$ cat src/rtl/packet_gen_mp.sv
// packet_gen_mp: multi-pattern AXI-Stream packet generator for cable loopback.
//
// A run begins with a start pulse. The compare FIFO is held in reset for
// RST_CYC cycles and then left to settle for RST_CYC cycles. After that the
// generator emits packets of BEATS_PER_PACKET beats, with GAP_CYCLES idle
// cycles between packets, until PACKET_COUNT packets have been sent or an
// abort takes effect. Every transmitted beat is mirrored, without any
// injected error, onto the compare-FIFO stream.
//
// Ports:
//   clk, resetn            clock, asynchronous active-low reset
//   start, abort           run control pulses
//   mode, PATTERN          pattern select (0 LFSR, 1 counter, 2 fixed, 3 walking-one)
//   BEATS_PER_PACKET       beats per packet (0 means 1)
//   PACKET_COUNT           packets per run (0 means continuous)
//   GAP_CYCLES             idle cycles between packets
//   LAST_KEEP              TKEEP on the last beat (0 means all-ones)
//   sim_err, err_bit       single-bit error injection request
//   busy, packet_sent, done, packets_sent, errs_injected   status
//   resetn_fifo            compare-FIFO reset, active-low
//   AXIS_OUT_*             cable-side stream
//   AXIS_FIFO_*            compare-FIFO mirror stream

// One 32-bit lane of the clean pattern word.
module packet_gen_mp_lane #(
    parameter int LANE      = 0,
    parameter int NUM_LANES = 16,
    parameter int WB        = 9
) (
    input  logic [1:0]    mode,
    input  logic [31:0]   lfsr,
    input  logic [31:0]   beat_idx,
    input  logic [31:0]   pattern,
    input  logic [WB-1:0] walk_pos,
    output logic [31:0]   word
);
    localparam logic [31:0] MIX = 32'(LANE) * 32'h9E37_79B9;

    always_comb begin
        word = '0;
        case (mode)
            2'd0: word = lfsr ^ MIX;
            2'd1: word = beat_idx * 32'(NUM_LANES) + 32'(LANE);
            2'd2: word = pattern;
            default: begin
                // The single set bit lives in this lane only when the
                // upper bits of the walk position select it.
                if (32'(walk_pos >> 5) == 32'(LANE))
                    word = 32'd1 << walk_pos[4:0];
            end
        endcase
    end
endmodule

module packet_gen_mp #(
    parameter int          DW      = 512,
    parameter int          LEN_W   = 16,
    parameter int          GAP_W   = 8,
    parameter int          RST_CYC = 16,
    parameter logic [31:0] SEED    = 32'hACE1_2468
) (
    input  logic                   clk,
    input  logic                   resetn,
    input  logic                   start,
    input  logic                   abort,
    input  logic [1:0]             mode,
    input  logic [31:0]            PATTERN,
    input  logic [LEN_W-1:0]       BEATS_PER_PACKET,
    input  logic [63:0]            PACKET_COUNT,
    input  logic [GAP_W-1:0]       GAP_CYCLES,
    input  logic [DW/8-1:0]        LAST_KEEP,
    input  logic                   sim_err,
    input  logic [$clog2(DW)-1:0]  err_bit,
    output logic                   busy,
    output logic                   packet_sent,
    output logic                   done,
    output logic [63:0]            packets_sent,
    output logic [31:0]            errs_injected,
    output logic                   resetn_fifo,
    output logic [DW-1:0]          AXIS_OUT_TDATA,
    output logic [DW/8-1:0]        AXIS_OUT_TKEEP,
    output logic                   AXIS_OUT_TLAST,
    output logic                   AXIS_OUT_TVALID,
    input  logic                   AXIS_OUT_TREADY,
    output logic [DW-1:0]          AXIS_FIFO_TDATA,
    output logic                   AXIS_FIFO_TVALID,
    input  logic                   AXIS_FIFO_TREADY
);
    localparam int          NUM_LANES = DW / 32;
    localparam int          WB        = $clog2(DW);
    localparam int          KW        = DW / 8;
    localparam logic [31:0] TAPS      = 32'h8020_0003;
    localparam logic [DW-1:0] ONE     = DW'(1);

    typedef enum logic [2:0] {
        S_IDLE, S_FIFO_RST, S_FIFO_SETTLE, S_GEN, S_GAP
    } state_t;

    state_t             state, state_n;
    logic [31:0]        cnt;
    logic [1:0]         mode_q;
    logic [31:0]        pattern_q;
    logic [LEN_W-1:0]   beats_q;
    logic [63:0]        count_q;
    logic [GAP_W-1:0]   gap_q;
    logic [KW-1:0]      keep_q;
    logic [31:0]        lfsr;
    logic [31:0]        beat_idx;
    logic [WB-1:0]      walk_pos;
    logic [LEN_W-1:0]   beat_in_pkt;
    logic               abort_pend;
    logic               err_pend;
    logic [WB-1:0]      err_bit_q;

    logic               start_acc, in_gen, tvalid, hs, last_beat, hs_last;
    logic               abort_any, run_end;
    logic [DW-1:0]      clean, flip;
    logic [NUM_LANES-1:0][31:0] lane_word;

    assign start_acc = (state == S_IDLE) & start;
    assign in_gen    = (state == S_GEN);
    // A full compare FIFO holds off the cable side so the mirror never drops a beat.
    assign tvalid    = in_gen & AXIS_FIFO_TREADY;
    assign hs        = tvalid & AXIS_OUT_TREADY;
    assign last_beat = in_gen & (beat_in_pkt == beats_q - LEN_W'(1));
    assign hs_last   = hs & last_beat;
    assign abort_any = abort_pend | abort;
    assign run_end   = (count_q != '0) && (packets_sent + 64'd1 == count_q);

    // ---------------- FSM ----------------
    always_comb begin
        state_n = state;
        case (state)
            S_IDLE:        if (start) state_n = S_FIFO_RST;
            S_FIFO_RST:    if (cnt == 32'(RST_CYC - 1)) state_n = S_FIFO_SETTLE;
            S_FIFO_SETTLE: if (cnt == 32'(RST_CYC - 1)) state_n = S_GEN;
            S_GEN: begin
                if (hs_last) begin
                    if (abort_any || run_end) state_n = S_IDLE;
                    else if (gap_q != '0)     state_n = S_GAP;
                end
            end
            S_GAP: begin
                if (abort_any)                          state_n = S_IDLE;
                else if (cnt == 32'(gap_q) - 32'd1)     state_n = S_GEN;
            end
            default: state_n = S_IDLE;
        endcase
    end

    always_ff @(posedge clk or negedge resetn) begin
        if (!resetn) begin
            state <= S_IDLE;
            cnt   <= '0;
            done  <= 1'b0;
        end else begin
            state <= state_n;
            cnt   <= (state_n != state) ? '0 : cnt + 32'd1;
            done  <= (state != S_IDLE) && (state_n == S_IDLE);
        end
    end

    // ---------------- run configuration and pattern state ----------------
    always_ff @(posedge clk or negedge resetn) begin
        if (!resetn) begin
            mode_q        <= '0;
            pattern_q     <= '0;
            beats_q       <= LEN_W'(1);
            count_q       <= '0;
            gap_q         <= '0;
            keep_q        <= '1;
            lfsr          <= SEED;
            beat_idx      <= '0;
            walk_pos      <= '0;
            beat_in_pkt   <= '0;
            packets_sent  <= '0;
            errs_injected <= '0;
        end else if (start_acc) begin
            mode_q        <= mode;
            pattern_q     <= PATTERN;
            beats_q       <= (BEATS_PER_PACKET == '0) ? LEN_W'(1) : BEATS_PER_PACKET;
            count_q       <= PACKET_COUNT;
            gap_q         <= GAP_CYCLES;
            keep_q        <= (LAST_KEEP == '0) ? '1 : LAST_KEEP;
            lfsr          <= SEED;
            beat_idx      <= '0;
            walk_pos      <= '0;
            beat_in_pkt   <= '0;
            packets_sent  <= '0;
            errs_injected <= '0;
        end else if (hs) begin
            lfsr        <= {1'b0, lfsr[31:1]} ^ (lfsr[0] ? TAPS : 32'd0);
            beat_idx    <= beat_idx + 32'd1;
            walk_pos    <= (walk_pos == WB'(DW - 1)) ? '0 : walk_pos + WB'(1);
            beat_in_pkt <= last_beat ? '0 : beat_in_pkt + LEN_W'(1);
            if (last_beat && packets_sent != '1)
                packets_sent <= packets_sent + 64'd1;
            if (err_pend)
                errs_injected <= errs_injected + 32'd1;
        end
    end

    // ---------------- abort and error-injection flags ----------------
    always_ff @(posedge clk or negedge resetn) begin
        if (!resetn) begin
            abort_pend <= 1'b0;
        end else if (state_n == S_IDLE) begin
            abort_pend <= 1'b0;
        end else if (abort && state != S_IDLE) begin
            abort_pend <= 1'b1;
        end
    end

    // Later assignments win: a sim_err on a clearing handshake re-arms the flag.
    always_ff @(posedge clk or negedge resetn) begin
        if (!resetn) begin
            err_pend  <= 1'b0;
            err_bit_q <= '0;
        end else begin
            if (start_acc)      err_pend <= 1'b0;
            if (hs && err_pend) err_pend <= 1'b0;
            if (sim_err) begin
                err_pend  <= 1'b1;
                err_bit_q <= err_bit;
            end
        end
    end

    // ---------------- data path ----------------
    for (genvar g = 0; g < NUM_LANES; g++) begin : g_lane
        packet_gen_mp_lane #(
            .LANE(g), .NUM_LANES(NUM_LANES), .WB(WB)
        ) u_lane (
            .mode     (mode_q),
            .lfsr     (lfsr),
            .beat_idx (beat_idx),
            .pattern  (pattern_q),
            .walk_pos (walk_pos),
            .word     (lane_word[g])
        );
    end

    assign clean = lane_word;
    assign flip  = (err_pend && tvalid) ? (ONE << err_bit_q) : '0;

    assign AXIS_OUT_TDATA   = in_gen ? (clean ^ flip) : '0;
    assign AXIS_OUT_TLAST   = last_beat;
    assign AXIS_OUT_TKEEP   = last_beat ? keep_q : '1;
    assign AXIS_OUT_TVALID  = tvalid;
    assign AXIS_FIFO_TDATA  = in_gen ? clean : '0;
    assign AXIS_FIFO_TVALID = hs;

    assign packet_sent = hs_last;
    assign busy        = start | (state != S_IDLE);
    assign resetn_fifo = (state != S_FIFO_RST);
endmodule

$ cat config.mk
export PLATFORM = sky130hd
export DESIGN_NAME = packet_gen_mp
export DESIGN_NICKNAME = d
export VERILOG_FILES = /design/src/rtl/packet_gen_mp.sv
export SDC_FILE = /design/constraint.sdc
export NUM_CORES = 2
export LEC_CHECK = 0
export BUFFER_PORTS_ARGS = -buffer_cell sky130_fd_sc_hd__buf_2
export CAP_MARGIN = 20
export CORE_AREA = 2 2 549 551
export DETAILED_ROUTE_END_ITERATION = 6
export DIE_AREA = 0 0 551 553
export PLACE_DENSITY = 0.3
export SLEW_MARGIN = 25
export SYNTH_ARGS = -nofsm -noshare
export SYNTH_HDL_FRONTEND = slang
export SYNTH_SLANG_ARGS = --single-unit
$ cat constraint.sdc
create_clock -name clk -period 4.05 [get_ports clk]
set_clock_uncertainty 0.05 [all_clocks]
set_input_delay 0.405 -clock clk [delete_from_list [all_inputs] [get_ports clk]]
set_output_delay 0.405 -clock clk [all_outputs]
set_load 0.02 [all_outputs]
==> results.md <==
* Max clock buf depth at 3
* Min-delay worst type: in2reg
* Post-synth EDFFs at 0
* Clock Sink Count at ~410
* Relative slew slack at 0.294
* Worst hold stages at 3
* Initial antenna violation count at 90
* First DRT Iteration DRCs at 5952
* GPL Wtd Cong at 0.986
* Status: complete, but fails checks
* RSZ-0062 raised after global routing: true
* Core area at 299000 um^2
* CP max FO at 8
* Via density per instance at 4.76
* FILL cells at 34005
* Capturing point of the worst reg2reg path: cnt[22]
* Critical Path RT at 4.60 ns
* Startpoint Class: flip-flop
* Fmax at 240 MHz
* Worst VDD drop at between 0.3 and 0.4 mV
* Hold Vio Cnt, Final at 0
* Most common cell after layout, fill and taps aside: nor2_1
* Routed WL at 458 mm
* Ys async rst share at 1.00
* CP arrival at 4.72 ns
* Synth Register Bits at 414
* Post-Place Setup Slack at -0.480 ns
* Final Util at 0.228
* R2R setup slack at -0.12 ns
* Crit Path Category: reg2reg
* Clock slew at reported path FFs at about 0.06 ns
* Post-synth net total at 6562
* Tcrit/Tclk final at 1.03
* Post-synth cell types at 85
* Worst-Skew Late Latency at about 0.7 ns
* Hold slack at 0.0360 ns
* Share of layout cells above drive strength 1 at 0.357
* Worst slew pin tran at 1.06 ns
* Failing checks: DRC, setup timing
* Setup crit end kind: flip-flop
* Leakage at 0.0312 uW
* Row count at 201
* Nets at 8548
* Final worst slack at -0.121 ns
* Post-route ant nets at 0
* DRT Pass-1 Iters at 7
* Mean routed wirelength per cell at around 37 um
* CTS tree: built
* Hold wc startpoint: PATTERN[30]
* Cts bufs inserted at 56
* Via count at between 50000 and 60000
* Ys flop type: dfrtp_1
* Congestion Overflow GR at 0
* Port Buffers at 1392
* Starting Density at 0.138
* Cell Pwr Density at 259 nW/um^2
* Synth warn at 0
* I/O pins at 1393
* First-pass GRT wire length at around 590 mm
* Mapped Avg Cell Area at 6.51 um^2
* Fin crit period at 4.17 ns
* Remaining DRCs at 17
* Syn Std Cell Area at 41300 um^2
* Setup violators final at 73
* H-tree depth at 2
* Sequential share of the synthesized area at 0.253
* Commonest non-fill, non-tap cells in the layout: nor2_1 (1521), buf_2 (1155), buf_4 (814)
* Cells after DPL at 11964
* Vias in the first global route at 57814
* R2R Path Start: packets_sent[1]
* Max Slew Vio Count at 0
* Root buf cell: clkbuf_16
* Total track usage at 0.289
* Max-cap viol count at 0
* Die area at 305000 um^2
* R2R cell count at 14
* HPWL after detailed placement at 373 mm
* Largest net degree at the start of global routing at 144
* Fin cells at 12364
* Die W at between 500 and 600 um
* Area Overhead vs Synth at 65.1%
* WHS Endpoint: pattern_q[30]
* Post-Syn Instances at about 6300
* Die Span Y at 553 um
==> logic make-up (layout without fill, tap and decap cells) <==
kind of cell,Yosys count,after routing,synth area share
AND/OR/NAND/NOR,3497,3498,0.376
XOR/XNOR,680,680,0.145
flip-flops,414,414,0.253
AO/OA/AOI/OAI,1107,1107,0.157
buffers and inverters,616,2649,0.0602
other,0,27,0
adder cells (fa/ha/maj),15,15,0.00454
multiplexers,16,16,0.00418
==> registers in the layout, indices dropped and copies added, names as in the netlist <==
| register | flops |
|---|---|
| mode_q | 2 |
| keep_q | 64 |
| cnt | 32 |
| done | 1 |
| walk_pos | 9 |
| errs_injected | 32 |
| count_q | 64 |
| beats_q | 16 |
| abort_pend | 1 |
| err_pend | 1 |
| pattern_q | 32 |
| gap_q | 8 |
| beat_in_pkt | 16 |
| beat_idx | 28 |
| err_bit_q | 9 |
| packets_sent | 64 |
| state | 3 |
| lfsr | 32 |
==> where the power goes <==
group          total [uW]  switching, uW  internal, uW
logic                7580           5280          2300
clock network        5460           2280          3190
registers            4600            271          4330
total               17600           7830          9810
==> final cells by class <==
class	count	area, um^2	share of cell area
Clock inverter	26	312	0.00457
Tap cell	3958	4950	0.0726
Sequential cell	414	10500	0.154
Timing Repair Buffer	2511	20100	0.294
Clock buffer	80	1660	0.0244
Antenna cell	27	67.6	0.000991
Multi-Input combinational cell	5316	30500	0.447
Inverter	32	125	0.00183
==> per-layer routing <==
layer / wire length, um / vias up / GRT usage
li1: - / 25358 / -
met1: 173000 / 29566 / 0.332
met2: 206000 / 3042 / 0.462
met3: 37700 / 810 / 0.0731
met4: 41000 / 54 / 0.211
met5: 352 / - / 0
==> worst max-delay path by stage <==
stage | startpoint | endpoint | slack (ns) | depth (start not counted)
after CTS | packets_sent[1] | cnt[10] | -0.29 | 14
after global placement | packets_sent[0] | cnt[0] | -0.60 | 14
final | packets_sent[1] | cnt[22] | -0.12 | 14
after detailed placement | packets_sent[0] | cnt[31] | -0.48 | 14
after floorplan | packets_sent[0] | cnt[11] | 0.01 | 14
after global routing | packets_sent[1] | cnt[17] | -0.24 | 14
==> critical path, cell delays in order (launching register included) <==
cell	delay [ns]
dfrtp_1	0.40
ha_4	0.16
buf_6	0.13
nand4_1	0.12
or4_4	0.49
nor4_4	0.27
and3_4	0.24
o22ai_2	0.06
or4_1	0.55
or4_4	0.48
o21ba_4	0.23
or3_4	0.40
buf_12	0.16
buf_16	0.14
a211oi_2	0.18
==> per-stage QoR <==
stage / TNS [ns] / power (uW) / area (um^2)
5_1_grt: -17.23 / 18100 / 68100
6_report: -2.70 / 17600 / 68200
2_1_floorplan: 0 / 7160 / 41300
4_1_cts: -12.93 / 17700 / 67400
3_5_place_dp: -15.10 / 11800 / 61400
3_3_place_gp: -19.03 / 11800 / 61400
==> synth_stat cells (25+ instances only) <==
| library cell | n | area (um^2) |
|---|---|---|
| inv_1 | 30 | 113 |
| dfrtp_1 | 336 | 8410 |
| clkbuf_1 | 519 | 1950 |
| or2_2 | 78 | 488 |
| a21oi_1 | 586 | 2930 |
| xor2_1 | 272 | 2380 |
| and3_1 | 54 | 338 |
| o22a_1 | 76 | 666 |
| or3_1 | 64 | 400 |
| a211oi_2 | 29 | 363 |
| nor2b_1 | 31 | 194 |
| dfstp_2 | 78 | 2050 |
| o22ai_1 | 63 | 394 |
| nor3_1 | 533 | 2670 |
| nor4_1 | 75 | 469 |
| nand2_1 | 706 | 2650 |
| nand2b_1 | 25 | 156 |
| nor2_1 | 1644 | 6170 |
| o31ai_1 | 40 | 300 |
| o21ai_0 | 217 | 1090 |
| nand4_1 | 62 | 388 |
| xnor2_1 | 407 | 3560 |
| nand3_1 | 112 | 561 |
==> repair_timing <==
| item | CTS | global route |
|---|---|---|
| setup buffers | 37 | 26 |
| hold buffers | 193 | 0 |
| pin swaps | 71 | 35 |
| setup endpoints to repair | 575 | 261 |
| cloned | 12 | 3 |
| hold endpoints to repair | 251 | 0 |
| gates resized for setup | 401 | 138 |
Power figures use the tool's default switching activity.
